$ cat src/rtl/imem_loader_pkg.sv
// Shared types and constants for the instruction-memory boot loader.
// Included by the loader top level, its word packer and its bench.
package imem_loader_pkg;

    typedef enum logic [2:0] {
        IDLE,
        LEN_LO,
        LEN_HI,
        DATA,
        CHECK,
        DONE,
        ERROR
    } loader_state_e;

    localparam int HDR_BYTES      = 2;
    localparam int BYTES_PER_WORD = 4;
    localparam int LANE_W         = $clog2(BYTES_PER_WORD);

endpackage

$ cat src/rtl/imem_loader_if.sv
// Byte-stream input and instruction-memory write port of the boot loader.
// Stream handshake: a byte transfers on a rising edge where i_byte_valid and
// o_byte_ready are both 1; the source holds i_byte_data stable while valid is
// high, and o_byte_ready never depends combinationally on i_byte_valid.
interface imem_loader_if #(
    parameter int ADDR_W = 13
) ();
    logic              i_byte_valid;
    logic [7:0]        i_byte_data;
    logic              o_byte_ready;
    logic              o_we;
    logic [ADDR_W-1:0] o_waddr;
    logic [31:0]       o_wdata;

    // Loader side: sinks the stream and drives the memory write port.
    modport master (
        input  i_byte_valid, i_byte_data,
        output o_byte_ready, o_we, o_waddr, o_wdata
    );

    // Environment side: byte source and instruction memory.
    modport slave (
        output i_byte_valid, i_byte_data,
        input  o_byte_ready, o_we, o_waddr, o_wdata
    );
endinterface

$ cat src/rtl/imem_loader_word_packer.sv
// Packs accepted bytes little-endian into 32-bit words; word_valid pulses
// combinationally in the cycle the last lane is accepted.
module word_packer
    import imem_loader_pkg::*;
(
    input  logic        clk,
    input  logic        rst,
    input  logic [7:0]  data,
    input  logic        accept,
    input  logic        clear,
    output logic [31:0] word,
    output logic        word_valid
);
    localparam logic [LANE_W-1:0] LAST_LANE = LANE_W'(BYTES_PER_WORD - 1);

    logic [LANE_W-1:0] lane_q;
    logic [23:0]       sr_q;

    always_ff @(posedge clk) begin
        if (rst || clear) begin
            lane_q <= '0;
            sr_q   <= '0;
        end else if (accept) begin
            lane_q <= lane_q + 1'b1;
            // The top lane never needs storing: it completes the word directly.
            if (lane_q != LAST_LANE) begin
                sr_q[8*lane_q +: 8] <= data;
            end
        end
    end

    assign word       = {data, sr_q};
    assign word_valid = accept && (lane_q == LAST_LANE);

endmodule

$ cat src/rtl/imem_loader.sv
// Boot loader: length-prefixed, XOR-checksummed byte stream to the
// instruction memory, holding the core until a complete image is written.
module imem_loader
    import imem_loader_pkg::*;
#(
    parameter int DEPTH_WORDS   = 2048,
    parameter int ADDR_W        = 13,
    parameter int HOLD_ON_RESET = 1
) (
    input  logic          i_clk,
    input  logic          i_reset,
    input  logic          i_start,
    imem_loader_if.master bus,
    output logic          o_core_hold,
    output logic          o_busy,
    output logic          o_done,
    output logic          o_err,
    output loader_state_e o_state
);
    localparam int         CNT_W   = $clog2(DEPTH_WORDS) + 1;
    localparam logic [15:0] MAX_LEN = 16'(DEPTH_WORDS);

    loader_state_e     state_q, state_d;
    logic [15:0]       len_q;
    logic [CNT_W-1:0]  word_cnt_q;
    logic [7:0]        chk_q;
    logic              we_q;
    logic [ADDR_W-1:0] waddr_q;
    logic [31:0]       wdata_q;

    logic        accept;
    logic        start_ok;
    logic        last_word;
    logic [15:0] len_rx;
    logic [31:0] word;
    logic        word_valid;

    assign accept    = bus.i_byte_valid && bus.o_byte_ready;
    assign start_ok  = i_start && (state_q == IDLE || state_q == DONE || state_q == ERROR);
    assign len_rx    = {bus.i_byte_data, len_q[7:0]};
    assign last_word = (16'(word_cnt_q) + 16'd1 == len_q);

    word_packer u_packer (
        .clk        (i_clk),
        .rst        (i_reset),
        .data       (bus.i_byte_data),
        .accept     (accept && state_q == DATA),
        .clear      (start_ok),
        .word       (word),
        .word_valid (word_valid)
    );

    always_comb begin
        state_d = state_q;
        case (state_q)
            IDLE, DONE, ERROR: if (start_ok) state_d = LEN_LO;
            LEN_LO:            if (accept) state_d = LEN_HI;
            LEN_HI: begin
                if (accept) begin
                    if (len_rx > MAX_LEN)   state_d = ERROR;
                    else if (len_rx == '0) state_d = CHECK;
                    else                   state_d = DATA;
                end
            end
            DATA:              if (word_valid && last_word) state_d = CHECK;
            CHECK: begin
                if (accept) state_d = (bus.i_byte_data == chk_q) ? DONE : ERROR;
            end
            default:           state_d = IDLE;
        endcase
    end

    always_ff @(posedge i_clk) begin
        if (i_reset) state_q <= IDLE;
        else         state_q <= state_d;
    end

    always_ff @(posedge i_clk) begin
        if (i_reset) begin
            len_q      <= '0;
            word_cnt_q <= '0;
            chk_q      <= '0;
            we_q       <= 1'b0;
            waddr_q    <= '0;
            wdata_q    <= '0;
        end else begin
            we_q <= word_valid;
            if (word_valid) begin
                waddr_q    <= ADDR_W'({word_cnt_q, 2'b00});
                wdata_q    <= word;
                word_cnt_q <= word_cnt_q + 1'b1;
            end
            if (start_ok) begin
                word_cnt_q <= '0;
                chk_q      <= '0;
            end
            if (accept) begin
                case (state_q)
                    LEN_LO:  len_q[7:0]  <= bus.i_byte_data;
                    LEN_HI:  len_q[15:8] <= bus.i_byte_data;
                    DATA:    chk_q       <= chk_q ^ bus.i_byte_data;
                    default: ;
                endcase
            end
        end
    end

    assign o_busy       = (state_q == LEN_LO) || (state_q == LEN_HI) ||
                          (state_q == DATA)   || (state_q == CHECK);
    assign o_done       = (state_q == DONE);
    assign o_err        = (state_q == ERROR);
    // A failed image must never be executed, whatever the reset policy.
    assign o_core_hold  = o_done ? 1'b0 :
                          (o_err || o_busy) ? 1'b1 : (HOLD_ON_RESET != 0);
    assign o_state      = state_q;

    assign bus.o_byte_ready = o_busy;
    assign bus.o_we         = we_q;
    assign bus.o_waddr      = waddr_q;
    assign bus.o_wdata      = wdata_q;

endmodule

$ cat src/flat_wrapper.sv
// flat-port wrapper written by rule: the top's interface ports become plain ports
module imem_loader_flat import imem_loader_pkg::*;
#(
    parameter int DEPTH_WORDS   = 2048,
    parameter int ADDR_W        = 13,
    parameter int HOLD_ON_RESET = 1
)
  (i_clk, i_reset, i_start, o_core_hold, o_busy, o_done, o_err, o_state, bus_i_byte_valid, bus_i_byte_data, bus_o_byte_ready, bus_o_we, bus_o_waddr, bus_o_wdata);
  imem_loader_if #(.ADDR_W(ADDR_W)) bus_i ();
  input  logic i_clk;
  input  logic i_reset;
  input  logic i_start;
  output logic o_core_hold;
  output logic o_busy;
  output logic o_done;
  output logic o_err;
  output loader_state_e o_state;
  input wire logic [$bits(bus_i.i_byte_valid)-1:0] bus_i_byte_valid;
  input wire logic [$bits(bus_i.i_byte_data)-1:0] bus_i_byte_data;
  output wire logic [$bits(bus_i.o_byte_ready)-1:0] bus_o_byte_ready;
  output wire logic [$bits(bus_i.o_we)-1:0] bus_o_we;
  output wire logic [$bits(bus_i.o_waddr)-1:0] bus_o_waddr;
  output wire logic [$bits(bus_i.o_wdata)-1:0] bus_o_wdata;
  assign bus_i.i_byte_valid = bus_i_byte_valid;
  assign bus_i.i_byte_data = bus_i_byte_data;
  assign bus_o_byte_ready = bus_i.o_byte_ready;
  assign bus_o_we = bus_i.o_we;
  assign bus_o_waddr = bus_i.o_waddr;
  assign bus_o_wdata = bus_i.o_wdata;
  imem_loader #(.DEPTH_WORDS(DEPTH_WORDS), .ADDR_W(ADDR_W), .HOLD_ON_RESET(HOLD_ON_RESET)) u_core (.i_clk(i_clk), .i_reset(i_reset), .i_start(i_start), .bus(bus_i), .o_core_hold(o_core_hold), .o_busy(o_busy), .o_done(o_done), .o_err(o_err), .o_state(o_state));
endmodule
$ cat config.mk
export PLATFORM = sky130hd
export DESIGN_NAME = imem_loader_flat
export DESIGN_NICKNAME = d
export VERILOG_FILES = /design/src/rtl/imem_loader_pkg.sv /design/src/rtl/imem_loader_if.sv /design/src/rtl/imem_loader_word_packer.sv /design/src/rtl/imem_loader.sv /design/src/flat_wrapper.sv
export SDC_FILE = /design/constraint.sdc
export NUM_CORES = 1
export LEC_CHECK = 0
export CAP_MARGIN = 20
export CORE_MARGIN = 5
export CORE_UTILIZATION = 30
export CTS_CLUSTER_SIZE = 10
export DETAILED_ROUTE_END_ITERATION = 6
export PLACE_DENSITY_LB_ADDON = 0.12
export RECOVER_POWER = 25
export SLEW_MARGIN = 25
export SYNTH_ARGS = -nofsm -noshare
export SYNTH_HDL_FRONTEND = slang
export SYNTH_SLANG_ARGS = --single-unit
$ cat constraint.sdc
create_clock -name i_clk -period 2.6 [get_ports i_clk]
set_input_delay 0.52 -clock i_clk [delete_from_list [all_inputs] [get_ports i_clk]]
set_output_delay 0.52 -clock i_clk [all_outputs]
set_load 0.02 [all_outputs]
**Word-level counts from Yosys, hierarchy flattened**

Cells that the tools add are included.

- Add/sub/neg operators: 4
- Reduce and logical (&&, ||, !) cells: 19
- Bitwise gates (word level): 1
- Shifts and indexed selects: 2
- Multiplexer cells: 14
- Equal/unequal tests: 15
- Order comparisons: 1

Operator list:

| operator | number |
|---|---|
| 5-bit negation with 34-bit output | 1 |
| 8-bit by 34-bit variable shift with 24-bit output (first input constant) | 1 |
| 8-bit by 34-bit indexed part select with 24-bit output | 1 |
| 24-bit bitwise mux | 1 |
| 8-bit two-way mux | 3 |
| 3-bit two-way mux | 7 |
| 16-bit == test | 1 |
| 16-bit by 12-bit > comparator with 1-bit output (second input constant) | 1 |
| 16-bit logical NOT | 1 |
| 3-bit one-hot mux with 5 select lines | 1 |
| 12-bit by 1-bit adder with 13-bit output (second input constant) | 1 |
| 12-bit by 1-bit adder with 12-bit output (second input constant) | 1 |
| 3-bit == test (second input constant) | 3 |
| 8-bit == test | 1 |
| 2-bit by 1-bit != test with 1-bit output (second input constant) | 4 |
| 8-bit bitwise XOR | 1 |
| 3-bit by 2-bit == test with 1-bit output (second input constant) | 2 |
| 1-bit logical OR | 6 |
| 2-bit AND reduction | 3 |
| 1-bit logical AND | 5 |
| 5-bit AND reduction | 1 |
| 2-bit != test (second input constant) | 2 |
| 3-bit by 1-bit == test with 1-bit output (second input constant) | 1 |
| 3-bit logical NOT | 1 |
| 6 further kinds | 6 |

- Flip-flop bits (word level): 109
- Bits of input ports: 12

**Longest topological paths before layout**

- Word-level depth: 10
- Mapped depth: 9
- Depth with buffers taken out: 7

**Modules after synthesis**

From an unflattened synthesis, not the netlist that was laid out.

- Cells, all modules: 593
- Area, all modules: 5102.4 um2

Modules (own cells, without submodules):

| module | sequential area each (um2) | cells an instance | area each (um2) | times used |
|---|---|---|---|---|
| imem_loader | 1661.6 | 455 | 3931.3 | 1 |
| word_packer | 520.5 | 138 | 1171.1 | 1 |

**Least setup slack after synthesis**

No wires, ideal clock.

- Path kind: register to register
- Start: register u_core.word_cnt_q[0]
- End: register u_core.state_q[2], in the netlist u_core.o_state[2]
- Arrival: 2.131 ns
- Required time: 2.514 ns
- Setup time: 0.086 ns
- Path buffers: 0
- Cell stages (with the launch flop): 8
- Path slack: 0.383 ns
- Cell sequence: dfxtp_1 > ha_1 > nand3_2 > or3_1 > a22oi_2 > nand4_2 > or3_4 > a221oi_2

- Cells in the longest elaborated chain, start to end: 5

Ends and longest elaborated chain:

| item | line | source |
|---|---|---|
| start: declaration | imem_loader.sv:25 | `logic [CNT_W-1:0] word_cnt_q;` |
| start signal: assignment | imem_loader.sv:91 | `word_cnt_q <= word_cnt_q + 1'b1;` |
| 12-bit by 1-bit adder with 13-bit output | imem_loader.sv:41 | `assign last_word = (16'(word_cnt_q) + 16'd1 == len_q);` |
| 16-bit == test | imem_loader.sv:41 |  |
| 1-bit logical AND | imem_loader.sv:65 | `DATA: if (word_valid && last_word) state_d = CHECK;` |
| 2-bit by 1-bit != test with 1-bit output (no line) | n/a |  |
| 5-bit AND reduction (no line) | n/a |  |
| end signal: assignment | imem_loader.sv:75 | `else state_q <= state_d;` |
| end: declaration | imem_loader.sv:23 | `loader_state_e state_q, state_d;` |

Every way passes these cells.
A chain may end at the register's enable or synchronous reset.

**Worst setup path in the final report**

- Start: register u_core.state_q[1], in the netlist u_core.o_state[1]
- End: output bus_o_byte_ready

- Cells in the longest elaborated chain, start to end: 4
- Elaborated cells on any way between the ends: 7
- Classes of those cells: 4 x eq/ne; 3 x reduce/logical

Ends and longest elaborated chain:

| item | line | source |
|---|---|---|
| 3-bit by 1-bit == test with 1-bit output / 3-bit by 2-bit == test with 1-bit output (equally long branches) | imem_loader.sv:108 | `assign o_busy = (state_q == LEN_LO) \|\| (state_q == LEN_HI) \|\|` |
| 1-bit logical OR (2 in series) | imem_loader.sv:108 |  |
| 1-bit logical OR * | imem_loader.sv:109 | `(state_q == DATA) \|\| (state_q == CHECK);` |
| end: declaration | flat_wrapper.sv:20 | `output wire logic [$bits(bus_i.o_byte_ready)-1:0] bus_o_byte_ready;` |

Every way passes the cells marked *; elsewhere a longest branch is shown, timed or not.

==> flow_summary.ini <==
[status]
status = finished, final reports clean

[sta]
rsz0062_at_grt = false
finalHoldViolCount = 0
period_share_pct = 92.24
skew_ps = 7.984
fmax_ghz = 0.4170
worst_hold_slack_ps = 452.5
fin_ws_ps = 201.8
setup_viol = 0
fin_setup_tns_ps = 0
drv_slew = 0
timing.slew.headroom_pct = 48.19
tightest_slew_ps = 777.2
period_minus_slack_ps = 2398

[power]
p_leak_uw = 0.002052
vdd_drop_max_mv = 0.3319
powerDensity_nw_per_um2 = 644.6
p_total_uw = 3927

[setup_path]
crit_start = u_core.o_state[1]
cp_slowest_cell = clkdlybuf4s50_1
worst_r2r_startpoint = u_core.word_cnt_q[5]
required_ps = 2080
max_stage_delay_ps = 640
worst-path-buf-inv = 1
worst_setup_path_start_kind = flop
crit_type = reg2out
cp_top_family = buffers and inverters
endpoint_kind = output pin
path_cells = nor2_1 > xnor2_1 > clkdlybuf4s50_1
cp.arrival_ps = 1880
worstPathMaxFanout = 11

[routing]
wl_per_cell_um = 15.07
dr_wl_met3_um = 644
detail-route-antenna-nets = 0
wl_met2_mm = 6.611
vias_per_cell = 4.778
drt-met1-wl_mm = 6.016
first_pass_iters = 4
routed_wl_mm = 13.52
drc = 0
drtIter0Drc = 240
vias = 4286
topRoutingLayerUsed = met4

[clock_network]
cts_sinks = 109
cts_tree = yes
numCtsBuffers = 9
clkTransAtPathRegs_ps = 70
clock_latency_ps = 350
cts_hold_buf = 0
postCtsResizedCells = 0
cts_setup_buffers = 0
cts-root-buf = clkbuf_16
cts_max_path_buffers = 2
htreeDepth = 3

[synthesis]
syn_area_um2 = 4883
async_flop_share_pct = 0
ys_warn_count = 0
synth_ff_type = dfxtp_1
synth_cells = 620
yosys-top-cells-area = dfxtp_1, nand2_1, a21oi_1
syn_area_per_cell_um2 = 7.877
ys_seq_area_share_pct = 44.68
synth_top_area_share_pct = 44.68
synth_edf_count = 0
ys_ff_latch = 109
yosys.area.top_type = dfxtp_1
ys_types = 51

[placed_design]
port_buffers = 63
place.gp.congestion = 0.8119
place_ws_ps = 146.0
dp_cells = 881
place_hpwl_mm = 9.808

[floorplan]
die_y_um = 137.6
dieArea_um2 = 18930
ios = 66
fp-row-count = 46
start_util_pct = 30.63
core_um2 = 15940
die_w_um = 137.6

[cells_and_area]
syn_to_final_growth_pct = 24.75
final-instance-count-excl-fill = 897
num_antenna_cells = 0
layout-drive-gt1-share_pct = 8.223
nets = 694

[global_routing]
grt_overflow_total = 0
grt_pass1_vias = 4367
track_usage_pct = 15.32
grt_antenna_before_repair = 0
grt_max_degree = 39
grt_first_pass_wirelength_mm = 22.62

[worst_hold_path]
hold_class = reg2reg
holdCritStartpoint = u_core.bus.o_wdata[10]

[job]
cap_violations = 0
[state kept, by name, indices dropped and copies added (netlist names)]
name	count
u_core.bus.o_we	1
u_core.len_q	16
u_core.chk_q	8
u_core.u_packer.sr_q	24
u_core.u_packer.lane_q	2
u_core.bus.o_wdata	32
u_core.o_state	3
u_core.bus.o_waddr	11
u_core.word_cnt_q	12
[final cells by class]
cell class                      instances  area (um^2)
Clock buffer                           14        274.0
Clock inverter                          2        16.27
Fill cell                            1668         9851
Inverter                               13        48.80
Multi-Input combinational cell        450         2449
Sequential cell                       109         2182
Tap cell                              216        270.3
Timing Repair Buffer                   93        852.1
[report_power, final]
| group | leakage [uW] | switching (uW) | total [uW] | internal (uW) |
|---|---|---|---|---|
| combinational | 0.00103 | 466 | 795 | 329 |
| sequential | 0.000879 | 66.7 | 1790 | 1730 |
| clock | 0.000139 | 608 | 1340 | 732 |
| total | 0.00205 | 1140 | 3930 | 2790 |
[Yosys cell counts (2+ instances only)]
| master | n |
|---|---|
| nor2_1 | 36 |
| or3_1 | 3 |
| buf_1 | 8 |
| xnor2_1 | 19 |
| a21oi_1 | 90 |
| a221oi_1 | 2 |
| buf_4 | 6 |
| mux2i_1 | 9 |
| nor3b_1 | 6 |
| o2111ai_1 | 2 |
| clkbuf_1 | 32 |
| o21ai_0 | 8 |
| nand3b_1 | 7 |
| or2_2 | 2 |
| xor2_1 | 15 |
| nor2b_1 | 8 |
| nor3_1 | 10 |
| dfxtp_1 | 109 |
| inv_1 | 13 |
| nand4_1 | 8 |
| nand2_1 | 148 |
| nand3_1 | 28 |
| o21ai_1 | 6 |
| buf_2 | 3 |
| and2_1 | 4 |
| ha_1 | 6 |
| nor4_1 | 7 |
| nand4_2 | 2 |
[logic make-up after synthesis]
kind of cell / share of synthesized area [%]
fa+ha+maj: 1.742
compound gates: 13.20
xor+xnor: 6.098
simple gates: 26.83
mux: 2.075
other cells: 0.07679
buf+inv: 5.304
flops: 44.68
[worst min-delay path, cell delays in order, from the launching register on]
cell     delay [ps]
dfxtp_1         310
nand2_1          50
a21oi_1          50
[per-layer routing]
layer | up-vias | global-route usage (%)
met1 | 2005 | 18.90
met4 | 0 | 5.377
met2 | 80 | 25.68
li1 | 2183 | -
met3 | 18 | 4.127
met5 | - | 0
[through the flow]
step / instance area (um^2) / utilization [%]
floorplan: 4887 / -
global placement: 5813 / 36.46
detailed placement: 5813 / 36.46
CTS: 6103 / 38.28
global route: 6092 / 38.21
finish: 6092 / 38.21
[cells in the final DEF, fill, tap and decap left out, drive strengths merged, types with 2 or more instances in the layout]
cell type,instances
a21oi,90
a221oi,3
and2,4
and4,2
buf,28
clkbuf,17
clkdlybuf4s50,51
conb,2
dfxtp,109
dlygate4sd3,11
ha,6
inv,13
mux2i,9
nand2,148
nand3,29
nand3b,7
nand4,11
nor2,36
nor2b,8
nor3,10
nor3b,6
nor4,7
o2111ai,2
o211a,2
o21ai,14
or2,3
or3,4
xnor2,19
xor2,15
[path summary, 6_finish.rpt]
path	cells after the start	slack (ps)	end
worst max-delay path	3	200	bus_o_byte_ready
worst min-delay path	2	450	u_core.bus.o_wdata[10]
worst max register to register	6	290	u_core.o_state[2]
worst min register to register	2	450	u_core.bus.o_wdata[10]
Power figures use the tool's default switching activity.
